## src/rtl/serie_paralelo.sv

```systemverilog
// rtl/serie_paralelo.sv - serial-to-parallel receiver with comma alignment and lock detection
module serie_paralelo #(
    parameter logic [7:0] COMMA      = 8'hBC,
    parameter int         LOCK_COUNT = 4
) (
    input  logic       clk_8f,
    input  logic       reset,
    input  logic       data_inS,
    output logic [7:0] data_outP,
    output logic       valid_out,
    output logic       byte_strobe,
    output logic       active
);

    typedef enum logic [1:0] {
        SEARCH  = 2'd0,
        LOCKING = 2'd1,
        ACTIVE  = 2'd2
    } state_t;

    localparam logic [3:0] LOCK_TARGET = 4'(LOCK_COUNT);

    state_t     state;
    logic [7:0] sr;
    logic [2:0] bit_cnt;
    logic [3:0] bc_cnt;
    logic [7:0] win;
    logic       boundary;

    // The byte completed on this edge includes the bit being sampled now.
    assign win      = {sr[6:0], data_inS};
    assign boundary = (bit_cnt == 3'd7);

    // Alignment search, comma counting and byte delivery on the bit clock.
    always_ff @(posedge clk_8f) begin
        if (!reset) begin
            state       <= SEARCH;
            sr          <= 8'd0;
            bit_cnt     <= 3'd0;
            bc_cnt      <= 4'd0;
            data_outP   <= 8'd0;
            valid_out   <= 1'b0;
            byte_strobe <= 1'b0;
            active      <= 1'b0;
        end else begin
            sr          <= win;
            byte_strobe <= 1'b0;
            case (state)
                SEARCH: begin
                    valid_out <= 1'b0;
                    // Any bit offset may start alignment; the comma ending
                    // here defines where the following bytes end.
                    if (win == COMMA) begin
                        bit_cnt <= 3'd0;
                        bc_cnt  <= 4'd1;
                        state   <= LOCKING;
                    end
                end
                LOCKING: begin
                    valid_out <= 1'b0;
                    bit_cnt   <= bit_cnt + 3'd1;
                    if (boundary) begin
                        if (win == COMMA) begin
                            bc_cnt <= bc_cnt + 4'd1;
                            if (bc_cnt + 4'd1 == LOCK_TARGET) begin
                                state  <= ACTIVE;
                                active <= 1'b1;
                            end
                        end else begin
                            // Broken comma run: drop alignment and hunt again
                            // starting with the next bit.
                            bc_cnt <= 4'd0;
                            state  <= SEARCH;
                        end
                    end
                end
                ACTIVE: begin
                    bit_cnt <= bit_cnt + 3'd1;
                    if (boundary) begin
                        byte_strobe <= 1'b1;
                        if (win != COMMA) begin
                            data_outP <= win;
                            valid_out <= 1'b1;
                        end else begin
                            valid_out <= 1'b0;
                        end
                    end
                end
                default: begin
                    state <= SEARCH;
                end
            endcase
        end
    end

endmodule
```

## config.mk

```make
export PLATFORM = sky130hd
export DESIGN_NAME = serie_paralelo
export DESIGN_NICKNAME = d
export VERILOG_FILES = /design/src/rtl/serie_paralelo.sv
export SDC_FILE = /design/constraint.sdc
export NUM_CORES = 1
export LEC_CHECK = 0
export ABC_AREA = 1
export CORE_MARGIN = 4
export CORE_UTILIZATION = 57
export DETAILED_ROUTE_END_ITERATION = 8
export PLACE_DENSITY = 0.85
export SETUP_SLACK_MARGIN = 0.2
export SYNTH_ARGS = -nofsm -noshare
export SYNTH_HDL_FRONTEND = slang
export SYNTH_SLANG_ARGS = --single-unit
```

## constraint.sdc

```tcl
create_clock -name clk_8f -period 2.7 [get_ports clk_8f]
set_input_delay 0.405 -clock clk_8f [delete_from_list [all_inputs] [get_ports clk_8f]]
set_output_delay 0.405 -clock clk_8f [all_outputs]
set_load 0.05 [all_outputs]
```

==> impl_metrics.json, run 1 <==
{
  "p_leak_nw": 0.603,
  "vias": 1047,
  "netlist_area_um2": 1270,
  "clockPowerShare_pct": 29.6,
  "core_area_um2": 2040,
  "async_flop_share_pct": 0,
  "post-route-period-util_pct": 70.9,
  "dieArea_um2": 3040,
  "crit_type": "flip-flop to primary output",
  "yosysSeqAreaShare_pct": 42.7,
  "min_to": "sr[6]",
  "cp_top_family": "buffers and inverters",
  "min-delay-start": "sr[5]",
  "tns_ns": 0,
  "startpoint_type": "flip-flop",
  "overflow": 0,
  "reg2reg_setup_slack_ns": 1.07,
  "cts_buffers": 3,
  "rows": 16,
  "grt_max_degree": 16,
  "worstPathRequired_ns": 2.30,
  "die_y_um": 55.1,
  "worstHoldPathCells": 2,
  "numPortBuffers": 13,
  "multiInputGateArea_um2": 618,
  "antenna_found_initial": 0,
  "start_util_pct": 62.0,
  "post_cts_buffers": 0,
  "grt_pass1_wl_mm": 4.17,
  "yosysTopAreaCell": "dfxtp_1",
  "clk_pin_slew_ns": 0.15,
  "crit_chain": "clkdlybuf4s50_1",
  "endpoint_kind": "primary output",
  "cp_max_fo": 2,
  "gp_congestion": 0.794,
  "synth_cells": 162,
  "hp-class": "flip-flop to flip-flop",
  "final_nets": 190,
  "cts_tree": "built",
  "status": "completed",
  "clock_latency_ns": 0.33,
  "timing.rr.start": "bit_cnt[0]",
  "seq_power_share_pct": 67.6,
  "tightest_slew_ns": 0.500,
  "vias_per_cell": 5.11,
  "ys.flop_type": "dfxtp_1",
  "r2r_end": "data_outP[0]",
  "ant_nets": 0,
  "synth_most_common_cell": "nand2_1",
  "cpPeakStageDelay_ns": 0.81,
  "cts_resized": 0,
  "first_global_vias": 990,
  "max-cap-violations": 0,
  "p_int_uw": 463,
  "regArea_um2": 541,
  "cp_num_buf_inv": 1,
  "fillers": 173,
  "ys_top_cells_by_count": "nand2_1, dfxtp_1, inv_1",
  "h-tree-depth": 1,
  "netSwitchingPower_uw": 134,
  "yosys.area.top_type_share_pct": 42.7,
  "setup_violations": 0,
  "finalInstanceArea_um2": 1450,
  "n_antenna_cell": 0,
  "fmax_mhz": 522,
  "cts_sinks": 27,
  "r2r_cells": 7,
  "final-max-slew-violation-count": 0,
  "switching_share_pct": 22.4,
  "relSlewSlack_pct": 66.6,
  "fin_crit_ns": 1.92,
  "power_density_nw_per_um2": 412,
  "ys_ff_latch": 27,
  "yosys_warnings": 0,
  "avgSynthCellArea_um2": 7.82,
  "wire_per_inst_um": 11.6,
  "netlist_top_cells_area": "dfxtp_1, nand2_1, a21oi_1",
  "hold_buffers": 0,
  "ys_types": 25,
  "root_buffer": "clkbuf_4",
  "skew_ns": 0.0105,
  "synth-edff-count": 0,
  "cts_max_path_buffers": 2,
  "dpl.hpwl_mm": 1.84,
  "syn_to_final_growth_pct": 14.3,
  "routed_wl_mm": 2.37,
  "cp_slowest_cell": "clkdlybuf4s50_1",
  "drt_iter0_markers": 17,
  "drive_above_1_share_pct": 11.2,
  "drt_pass1_iterations": 4,
  "irDropWorstVdd_mv": 0.378,
  "hold_violations": 0,
  "syn_nets": 173,
  "power_frac_comb_pct": 2.8,
  "grt_util_all_layers_pct": 19.0,
  "drc": 0,
  "grt_setup_unrepaired": "false",
  "ios": 14,
  "place_area_um2": 1420,
  "die_x_um": 55.1,
  "worstPathArrival_ns": 1.51
}
registers in the layout, summed over array words and instances (netlist names):
signal,flops
data_outP,8
sr,7
bc_cnt,4
bit_cnt,3
state,2
active,1
byte_strobe,1
valid_out,1
metrics by stage:
| step | hold slack [ns] | std cells | power (mW) | worst slack (ns) | util (%) |
|---|---|---|---|---|---|
| after floorplan | 0.421 | 162 | 0.422 | 1.31 | - |
| after detailed placement | 0.441 | 201 | 0.428 | 0.920 | 69.5 |
| final | 0.467 | 205 | 0.596 | 0.785 | 70.9 |
| after global placement | 0.435 | 201 | 0.428 | 0.960 | 69.5 |
| after global routing | 0.483 | 205 | 0.613 | 0.741 | 70.9 |
| after CTS | 0.461 | 205 | 0.595 | 0.784 | 70.9 |
per-layer routing:
metal	track usage [%]	part of all wire (%)	vias up
met5	0	0	-
met4	6.07	1.4	0
met3	4.02	5.1	4
li1	-	-	547
met1	23.8	47	471
met2	32.5	46	25
placed cells by master (no fill, tap or decap), drive strengths merged, types with 2 or more instances in the layout:
master         Yosys  layout
a21oi             20      20
clkbuf             2       3
clkdlybuf4s50      0      13
clkinv             1       2
dfxtp             27      27
ha                 8       8
inv               23      23
nand2             38      38
nand3             13      13
nor2              17      17
nor3               3       3
o21ai              5       5
or2                2       2
power groups by stage:
stage / clock [mW] / combinational (mW) / sequential [mW]
floorplan: 0 / 0.0111 / 0.411
global placement: 0 / 0.0159 / 0.412
detailed placement: 0 / 0.0163 / 0.412
CTS: 0.175 / 0.0163 / 0.403
global route: 0.190 / 0.0186 / 0.404
finish: 0.177 / 0.0166 / 0.403
final cells by class:
| cell class | instances | area share [%] |
|---|---|---|
| multi-input cells | 109 | 42.7 |
| repair buffers | 14 | 9.51 |
| inverters | 24 | 6.22 |
| clock buffers | 3 | 1.56 |
| clock inverters | 1 | 0.346 |
| well taps | 27 | 2.33 |
| flip-flops and latches | 27 | 37.3 |
cells by family (layout without fill, tap and decap cells):
group | count (synthesis) | after routing | synth area share, %
adders and majority gates | 8 | 8 | 7.91
AOI/OAI and AO/OA | 27 | 27 | 11.3
DFF | 27 | 27 | 42.7
buffers and inverters | 26 | 42 | 8.50
and+or+nand+nor | 74 | 74 | 29.6
how the worst max path moves through the flow:
stage,slack [ns],startpoint,endpoint,depth (start not counted)
6_report,0.78,data_outP[6],data_outP[6],1
5_1_grt,0.74,data_outP[6],data_outP[6],1
4_1_cts,0.78,data_outP[6],data_outP[6],1
3_5_place_dp,0.92,data_inS,state[1],9
3_3_place_gp,0.96,data_inS,state[0],9
2_1_floorplan,1.31,bit_cnt[0],data_outP[0],7
Power figures use the tool's default switching activity.
==> run 2: changes to the inputs <==
- CORE_UTILIZATION: 57 -> 49
- PLACE_DENSITY: 0.85 -> 0.78
- clock period: 2.7 -> 1.65 ns (I/O delays scaled with it)
==> run 2 against run 1 <==
  * Via count grew 0.38%
  * Wire length down 1.6%
  * Global-route usage decreased by 5.0 points
  * Sequential cell count is the same
  * Clock skew down 0.0030 ns
  * First-iteration DRC count shrank 35%
  * Critical endpoint is now state[1]
  * Largest power group unchanged
  * Highest routed layer unchanged
==> impl_metrics.json, run 2 (synthesis results as in run 1) <==
{
  "place_area_um2": 1410,
  "fmax_mhz": 720,
  "finalInstanceArea_um2": 1470,
  "min_to": "sr[1]",
  "clock_latency_ns": 0.32,
  "tightest_slew_ns": 0.443,
  "r2r_cells": 7,
  "ios": 14,
  "use_met1_pct": 14.9,
  "drt_iter0_markers": 11,
  "first_global_vias": 995,
  "largest_register": "data_outP",
  "max-cap-violations": 0,
  "top_regs": "data_outP x8, sr x7, bc_cnt x4",
  "worstPathArrival_ns": 1.62,
  "cp_max_fo": 4,
  "met2_usage_pct": 26.7,
  "drc": 0,
  "power_density_nw_per_um2": 660,
  "final_nets": 193,
  "syn_to_final_growth_pct": 15.7,
  "cts_max_path_buffers": 2,
  "rows": 18,
  "grt_pass1_wl_mm": 3.82,
  "largest_reg_flops": 8,
  "setup_violations": 0,
  "timing.rr.start": "bit_cnt[0]",
  "cts_buffers": 3,
  "final_common_cell": "nand2_1",
  "cts_tree": "built",
  "n_antenna_cell": 0,
  "routed_wl_mm": 2.34,
  "use_met3_pct": 3.95,
  "vias": 1051,
  "irDropWorstVdd_mv": 0.464,
  "cpPeakStageDelay_ns": 0.35,
  "crit_type": "flip-flop to flip-flop",
  "die_x_um": 58.8,
  "worstHoldPathCells": 2,
  "h-tree-depth": 1,
  "dpl.hpwl_mm": 1.83,
  "min-delay-start": "sr[0]",
  "reg2reg_setup_slack_ns": 0.26,
  "gp_congestion": 0.810,
  "vias_per_cell": 4.98,
  "grt_util_all_layers_pct": 14.0,
  "ant_nets": 0,
  "startpoint_type": "flip-flop",
  "start_util_pct": 51.1,
  "numPortBuffers": 13,
  "hold_violations": 0,
  "post-route-period-util_pct": 84.2,
  "dieArea_um2": 3460,
  "p_leak_nw": 0.644,
  "status": "completed",
  "root_buffer": "clkbuf_4",
  "gr-max-usage-layer": "met2",
  "crit_chain": "ha_1 -> ha_2 -> or2_4 -> nand2_4 -> nor2_4 -> a21oi_1 -> nor2_1",
  "drt_pass1_iterations": 4,
  "pre_cts_ws_ns": 0.0276,
  "skew_ns": 0.00754,
  "cp_slowest_cell": "dfxtp_2",
  "final-max-slew-violation-count": 0,
  "antenna_found_initial": 0,
  "die_y_um": 58.8,
  "worst_slack_ns": 0.261,
  "endpoint_kind": "flip-flop",
  "wire_per_inst_um": 11.1,
  "overflow": 0,
  "tns_ns": 0,
  "final_cell_mix": "nand2_1, inv_1, dfxtp_1",
  "grt_setup_unrepaired": "false",
  "core_area_um2": 2480,
  "worstPathRequired_ns": 1.88,
  "clk_pin_slew_ns": 0.14,
  "drive_above_1_share_pct": 23.2,
  "grt_max_degree": 16,
  "hp-class": "flip-flop to flip-flop",
  "fin_crit_ns": 1.39,
  "r2r_end": "state[1]",
  "cts_sinks": 27,
  "relSlewSlack_pct": 70.4
}
==> run 2: layer usage <==
metal  part of all wire, %  up-vias
met5                     0        -
met1                    44      480
li1                      -      553
met2                    51       14
met4                   1.3        0
met3                   3.2        4
==> run 2: how the worst max path moves through the flow <==
stage,endpoint,start,slack [ns],cells past startpoint
2_1_floorplan,data_outP[0],bit_cnt[0],0.26,7
4_1_cts,bc_cnt[2],bit_cnt[0],0.22,6
6_report,state[1],bit_cnt[0],0.26,7
3_5_place_dp,bc_cnt[2],data_inS,0.03,8
3_3_place_gp,state[0],data_inS,0.11,9
5_1_grt,state[1],state[1],0.20,8
==> run 2: cell type report <==
cell class / instances / area, um2
inverter: 24 / 91.3
fill: 222 / 1010
clock inverter: 1 / 5.00
timing repair buffer: 17 / 133
sequential: 27 / 546
multi-input combinational: 109 / 631
clock buffer: 3 / 22.5
tap: 30 / 37.5
==> run 2: critical path, delay by kind of cell (launching register included) <==
| family | cells | cell delay (ns) |
|---|---|---|
| and+or+nand+nor | 4 | 0.45 |
| DFF | 1 | 0.35 |
| AOI/OAI and AO/OA | 1 | 0.13 |
| adders and majority gates | 2 | 0.38 |
==> run 2: power breakdown <==
group          leakage [nW]  internal, mW  switching, mW
Clock                0.0177        0.0908          0.190
Combinational         0.407       0.00997         0.0172
Sequential            0.220         0.656        0.00336
Total                 0.644         0.757          0.210
==> run 2: through the flow <==
step	instances	power, mW	utilization [%]	hold slack [ns]
after global placement	206	0.700	57.0	0.435
after detailed placement	206	0.701	57.0	0.440
after CTS	210	0.975	58.5	0.454
after floorplan	162	0.691	-	0.341
final	211	0.967	59.1	0.452
after global routing	211	1.01	59.1	0.485
==> run 2: timing repair <==
item / CTS / global route
hold buffers: 0 / 0
resized for setup: 5 / 4
endpoints found under the setup margin: 9 / 13
buffers inserted: 0 / 1
pin swaps: 1 / 0
